[config.mk]
export PLATFORM = sky130hd
export DESIGN_NAME = mod2
export DESIGN_NICKNAME = d
export VERILOG_FILES = /design/src/rtl/mod2_pkg.sv /design/src/rtl/mod2_sat_cnt.sv /design/src/rtl/mod2.sv
export SDC_FILE = /design/constraint.sdc
export NUM_CORES = 1
export LEC_CHECK = 0
export CAP_MARGIN = 40
export CORE_AREA = 4 4 41 43
export CTS_CLUSTER_SIZE = 16
export DETAILED_ROUTE_END_ITERATION = 8
export DIE_AREA = 0 0 45 47
export DONT_BUFFER_PORTS = 1
export MAX_ROUTING_LAYER = met4
export PLACE_DENSITY = 0.69
export SETUP_SLACK_MARGIN = 0.4
export SLEW_MARGIN = 40
export SYNTH_ARGS = -nofsm -noshare
export SYNTH_HDL_FRONTEND = slang
export SYNTH_SLANG_ARGS = --single-unit
[constraint.sdc]
create_clock -name clk -period 2.5 [get_ports clk]
set_clock_uncertainty 0.1 [all_clocks]
set_input_delay 0.5 -clock clk [delete_from_list [all_inputs] [get_ports clk]]
set_output_delay 0.5 -clock clk [all_outputs]
set_load 0.05 [all_outputs]
[src/rtl/mod2_pkg.sv]
// Shared constants, stage type and helpers for the mod2 delay stage with
// fault injection and shadow-path fault detection.
package mod2_pkg;

  localparam int DEPTH_DEF = 2;
  localparam int CNT_W_DEF = 8;
  localparam int DEPTH_MAX = 16;
  localparam int CNT_W_MAX = 32;

  // One pipeline position: the (possibly faulted) data bit and its clean twin.
  typedef struct packed {
    logic data;
    logic shadow;
  } stage_t;

  localparam stage_t STAGE_CLR = '{data: 1'b0, shadow: 1'b0};

  // Value loaded into the head stage: injection flips only the data copy.
  function automatic stage_t stage_load(input logic bit_in, input logic inject);
    stage_t s;
    s.data   = bit_in ^ inject;
    s.shadow = bit_in;
    return s;
  endfunction

  function automatic logic stage_mismatch(input stage_t s);
    return s.data ^ s.shadow;
  endfunction

endpackage

[src/rtl/mod2_sat_cnt.sv]
// Saturating up-counter with synchronous active-low clear; holds at all-ones
// instead of wrapping.
module mod2_sat_cnt #(
  parameter int W = 8
) (
  input  logic         clk,
  input  logic         reset_n,
  input  logic         inc,
  output logic [W-1:0] cnt
);

  logic at_max;

  assign at_max = &cnt;

  always_ff @(posedge clk) begin
    if (!reset_n) begin
      cnt <= '0;
    end else if (inc && !at_max) begin
      cnt <= cnt + W'(1);
    end
  end

endmodule

[src/rtl/mod2.sv]
// Mod3 chain stage 2: delays the incoming bit by DEPTH registers, with an
// optional injected flip and a clean shadow pipeline that flags any mismatch.
module mod2
  import mod2_pkg::*;
#(
  parameter int DEPTH = DEPTH_DEF,
  parameter int CNT_W = CNT_W_DEF
) (
  input  logic             clk,
  input  logic             reset_n,
  input  logic             io_in02,
  input  logic             io_fin02,
  output logic             io_out02,
  output logic             io_fout02,
  output logic [CNT_W-1:0] io_fcnt02
);

  if (DEPTH < 1 || DEPTH > DEPTH_MAX) begin : g_bad_depth
    $error("mod2: DEPTH out of range 1..16");
  end
  if (CNT_W < 1 || CNT_W > CNT_W_MAX) begin : g_bad_cnt_w
    $error("mod2: CNT_W out of range 1..32");
  end

  // Data and shadow bits travel side by side so they stay cycle-aligned.
  for (genvar i = 0; i < DEPTH; i++) begin : g_stage
    stage_t q;
    if (i == 0) begin : g_head
      // NOTE: registered state uses non-blocking assignments so every stage
      // samples its predecessor's pre-edge value, independent of block order.
      always_ff @(posedge clk) begin
        // NOTE: each stage is cleared on reset; in-flight bits must be
        // discarded so the outputs read 0 right after reset.
        if (!reset_n) q <= STAGE_CLR;
        else          q <= stage_load(io_in02, io_fin02);
      end
    end else begin : g_body
      always_ff @(posedge clk) begin
        if (!reset_n) q <= STAGE_CLR;
        else          q <= g_stage[i-1].q;
      end
    end
  end

  stage_t tap;
  logic   mismatch;

  assign tap      = g_stage[DEPTH-1].q;
  assign io_out02 = tap.data;
  assign mismatch = stage_mismatch(tap);

  // Sticky: only reset clears the flag.
  always_ff @(posedge clk) begin
    if (!reset_n)      io_fout02 <= 1'b0;
    else if (mismatch) io_fout02 <= 1'b1;
  end

  mod2_sat_cnt #(
    .W (CNT_W)
  ) u_fcnt (
    .clk     (clk),
    .reset_n (reset_n),
    .inc     (mismatch),
    .cnt     (io_fcnt02)
  );

endmodule

==> results.md <==
Setup path:
- The worst setup path is captured at a flop.
- The worst reg-to-reg path cell count is 5.
- Counting buffers and inverters, the worst setup path is 5 cells deep.
- In this run the worst setup path begins at u_fcnt.cnt[0].
- The slowest cell on the critical path is dfxtp_1.
- The kind of start point of the critical path is a flop.
- The launch instance of the worst register-to-register path is u_fcnt.cnt[0].
- The endpoint identified for the worst register-to-register timing path is u_fcnt.cnt[1].
- The category of the critical setup timing path is flop to flop.
- The critical path goes through buf_4 -> ha_1 -> and2_1 -> a31oi_2 -> mux2i_1.
- The critical path capture point is u_fcnt.cnt[1].
- At the worst endpoint, the required time is around 2.6 ns.
- The data arrival time at the worst-slack endpoint is 1.74 ns.
- The peak per-stage delay on the critical path is approximately 0.31 ns.
- The internal reg-to-reg setup slack is 0.87 ns.
- In this run the worst path has a maximum fanout of 5.
- The cell family contributing the most delay on the critical path is flip-flops.
- The number of buffers and inverters on the critical path is 1.

Placed design:
- Timing analysis after detailed placement gives a worst setup slack of 0.912 ns.
- The final RePlAce weighted congestion is roughly 0.8.
- The half-perimeter wire length of the detailed placement result is around 800 um.
- The count of buffers from port buffering is 0.
- The instance count after placement with tap cells included is 83.

Clocking:
- For this design, the CTS-stage hold fixing added 0 buffers.
- Clock latency on the worst-skew pair, taken at its later pin, is between 0.2 and 0.3 ns.
- The number of buffers created by CTS is 3.
- After clock tree synthesis, the clock-pin slew on the worst setup and hold paths is 0.08 ns.
- CTS built an H-tree with a depth of 1.
- After clock tree synthesis, the repair step resized 0 gates.
- The clock drives 13 sinks.
- The library cell used as clock root buffer is clkbuf_4.
- The longest clock path from root to sink contains 2 buffers.
- The CTS tree is built.
- Once the clock tree was built, the setup fixing pass inserted 0 buffers.

Logic synthesis:
- The count of distinct cell types in the synthesized netlist is 24.
- The synthesized flop and latch total is 13.
- After synthesis, the share of flip-flops with an asynchronous set or reset is 0%.
- Synthesis produced a netlist with a net count of 68.
- Counting flops with a built-in enable in the synthesized netlist gives 0.
- Sequential cells were found to cover between 40 and 50% of the synthesized design area.
- The mapped netlist covers a little under 600 sq um.
- The synthesized instance count is 63.
- The average instance in the mapped netlist occupies ~9.3 sq um.
- For this run, the leading register cell type out of synthesis is dfxtp_1.
- For this run, the number of Yosys warnings is 0.

Hold path:
- The worst min-delay path class is primary input to flop.
- The worst hold path startpoint is io_in02.

STA:
- The time the worst path needs with I/O delays and setup is between 1.5 and 2 ns.
- Dividing the final minimum period by the clock period gives between 60% and 70%.
- The number of endpoints with negative hold slack in the final report was 0.
- The transition at the pin with the smallest max-transition slack is 0.545 ns.
- Timing would allow up to around 610 MHz.
- The hold slack is 0.252 ns.
- The worst slew slack as a fraction of its limit is 63.6%.
- The setup-violating endpoint count in the final report is 0.
- The count of pins over their slew limit is 0.
- Across all setup checks in the final design, the least slack found is about 0.87 ns.
- Summed over all failing endpoints, the final setup total negative slack is 0 ns.
- Setup repair after global routing left no endpoint under its margin.

Detailed routing:
- The remaining routing DRC violations is 0.
- The detailed-route vias per instance is roughly 5.6.
- The final layout contains routed wiring with a total length of 1130 um.
- In this run the remaining antenna-violating nets after routing total 0.
- The routed wirelength normalized by instance count is approximately 13 um.
- The via count is approximately 480.
- The total iterations of the first detailed-routing run is 4.
- The violation count after the first detailed-routing iteration is 7.

Run status:
- The flow ran to the end, and the final reports show no timing, DRC or antenna violations.

Cells and area:
- 0 antenna diodes ended up in the layout.
- The share of cells above drive strength 1 is a little over a fifth.
- The area occupied by registers is roughly 260 sq um.
- The net count of the finished layout is 78.
- The area growth from synthesis to layout is 16.0%.
- In the final layout, the multi-input gates occupy between 300 and 400 sq um.
- After the flow finishes, the layout carries non-filler instances totaling 87.
- The post-layout utilization of the core is 52.3%.
- After filler insertion, the fill cell instance count of the layout stands at about 130.

Die:
- Measured along the y axis, the die boundary spans 47 um.
- The floorplan step set the die width to between 40 and 50 um.
- The I/O pin total is 14.
- For this configuration, the core starts out at a cell density of 45.1%.
- The die covers around 2100 sq um.
- The floorplan has 13 rows.
- The area inside the core boundary is approximately 1300 sq um.

Power:
- VDD sags by at most approximately 0.34 mV.
- Power spread over the standard cell area amounts to ~580 nW/um^2.
- In this run the static leakage power is between 0.0002 and 0.0003 uW.

GRT:
- The initial antenna violation count is 0.
- The wire length of the first global-routing pass is 1830 um.
- The sum of overflow across all layers after global routing is 0.
- The overall global routing resource usage is between 10% and 20%.
- The maximum number of pins on one net before global-route repair is 11.
- The number of global-route vias before repair is between 400 and 500.

Flow run:
- The max-cap check violation count is 0.
## power breakdown
part | leakage [uW] | internal [uW] | switching [uW]
clock network | 0.0000150 | 61.7 | 65.5
registers | 0.000106 | 215 | 9.03
logic | 0.000156 | 15.0 | 28.2
## area by class of cell
cell class	count	share of cell area (%)
repair buffers	8	8.82
inverters	2	1.10
clock buffers	4	3.86
flip-flops and latches	13	38.2
well taps	15	2.76
multi-input cells	45	45.2
## cells in the final DEF, fill, tap and decap left out
cell type and instances:
a21boi_0 1, clkbuf_4 3, mux2i_1 3, and3_2 2, nand3_1 2, and4_1 2
nor2_1 3, a31oi_2 1, dfxtp_1 13, o21ai_0 1, nand4_1 1, a21oi_1 2
and2_1 5, nand2b_1 1, inv_1 2, xor2_2 1, nor3_1 2, ha_1 1
nand2_1 5, nor4b_1 1, buf_4 8, xnor2_1 2, and3_1 2, clkbuf_1 1
a31oi_1 3, a211oi_1 4
## worst reg2reg max path, stage by stage, from the launching register on
cell     delay, ns
dfxtp_1       0.31
buf_4         0.19
ha_1          0.25
and2_1        0.23
a31oi_2       0.29
mux2i_1       0.21
## how the worst min path moves through the flow
stage                                 end  slack, ns  cells after the start
after floorplan           g_stage[1].q[0]       0.31                      1
after global routing             io_out02       0.25                      1
after detailed placement         io_out02       0.32                      1
after CTS                        io_out02       0.25                      1
final                     g_stage[0].q[0]       0.25                      1
after global placement           io_out02       0.32                      1
## cells in the mapped netlist (2+ instances only)
library cell	n	area, sq um
clkbuf_1	3	11.3
nor3_1	2	10.0
a21oi_1	2	10.0
nand3_1	2	10.0
nand2_1	5	18.8
inv_1	2	7.51
and3_1	2	12.5
and3_2	2	15.0
xnor2_1	2	17.5
dfxtp_1	13	260
nor2_1	3	11.3
and2_1	5	31.3
a31oi_1	3	18.8
a211oi_1	4	30.0
mux2i_1	3	30.0
and4_1	2	17.5
## sequential cells by signal (all words and copies together), names as in the netlist
signal / count
g_stage.q: 3
u_fcnt.cnt: 8
io_fout02: 1
io_out02: 1
## metrics by stage
stage | power, uW | area (sq um)
floorplan | 263 | 587
global placement | 271 | 654
detailed placement | 272 | 654
CTS | 398 | 681
global route | 411 | 681
finish | 394 | 681
## cells by family after synthesis
| logic type | Yosys count | synth area share [%] |
|---|---|---|
| AND/OR/NAND/NOR | 26 | 25.2 |
| flip-flops | 13 | 44.3 |
| AO/OA/AOI/OAI | 12 | 14.3 |
| buffers and inverters | 5 | 3.20 |
| XOR/XNOR | 3 | 5.76 |
| multiplexers | 3 | 5.12 |
| adder cells (fa/ha/maj) | 1 | 2.13 |
## metal layers
metal	vias up	part of all wire, %	wire length (um)	GRT usage [%]
li1	241	-	-	-
met2	13	43	489	17.8
met5	-	0	0	-
met3	2	8.0	91	3.45
met4	0	0.97	11	7.02
met1	227	48	539	15.0
(Power assumes the default switching activity.)
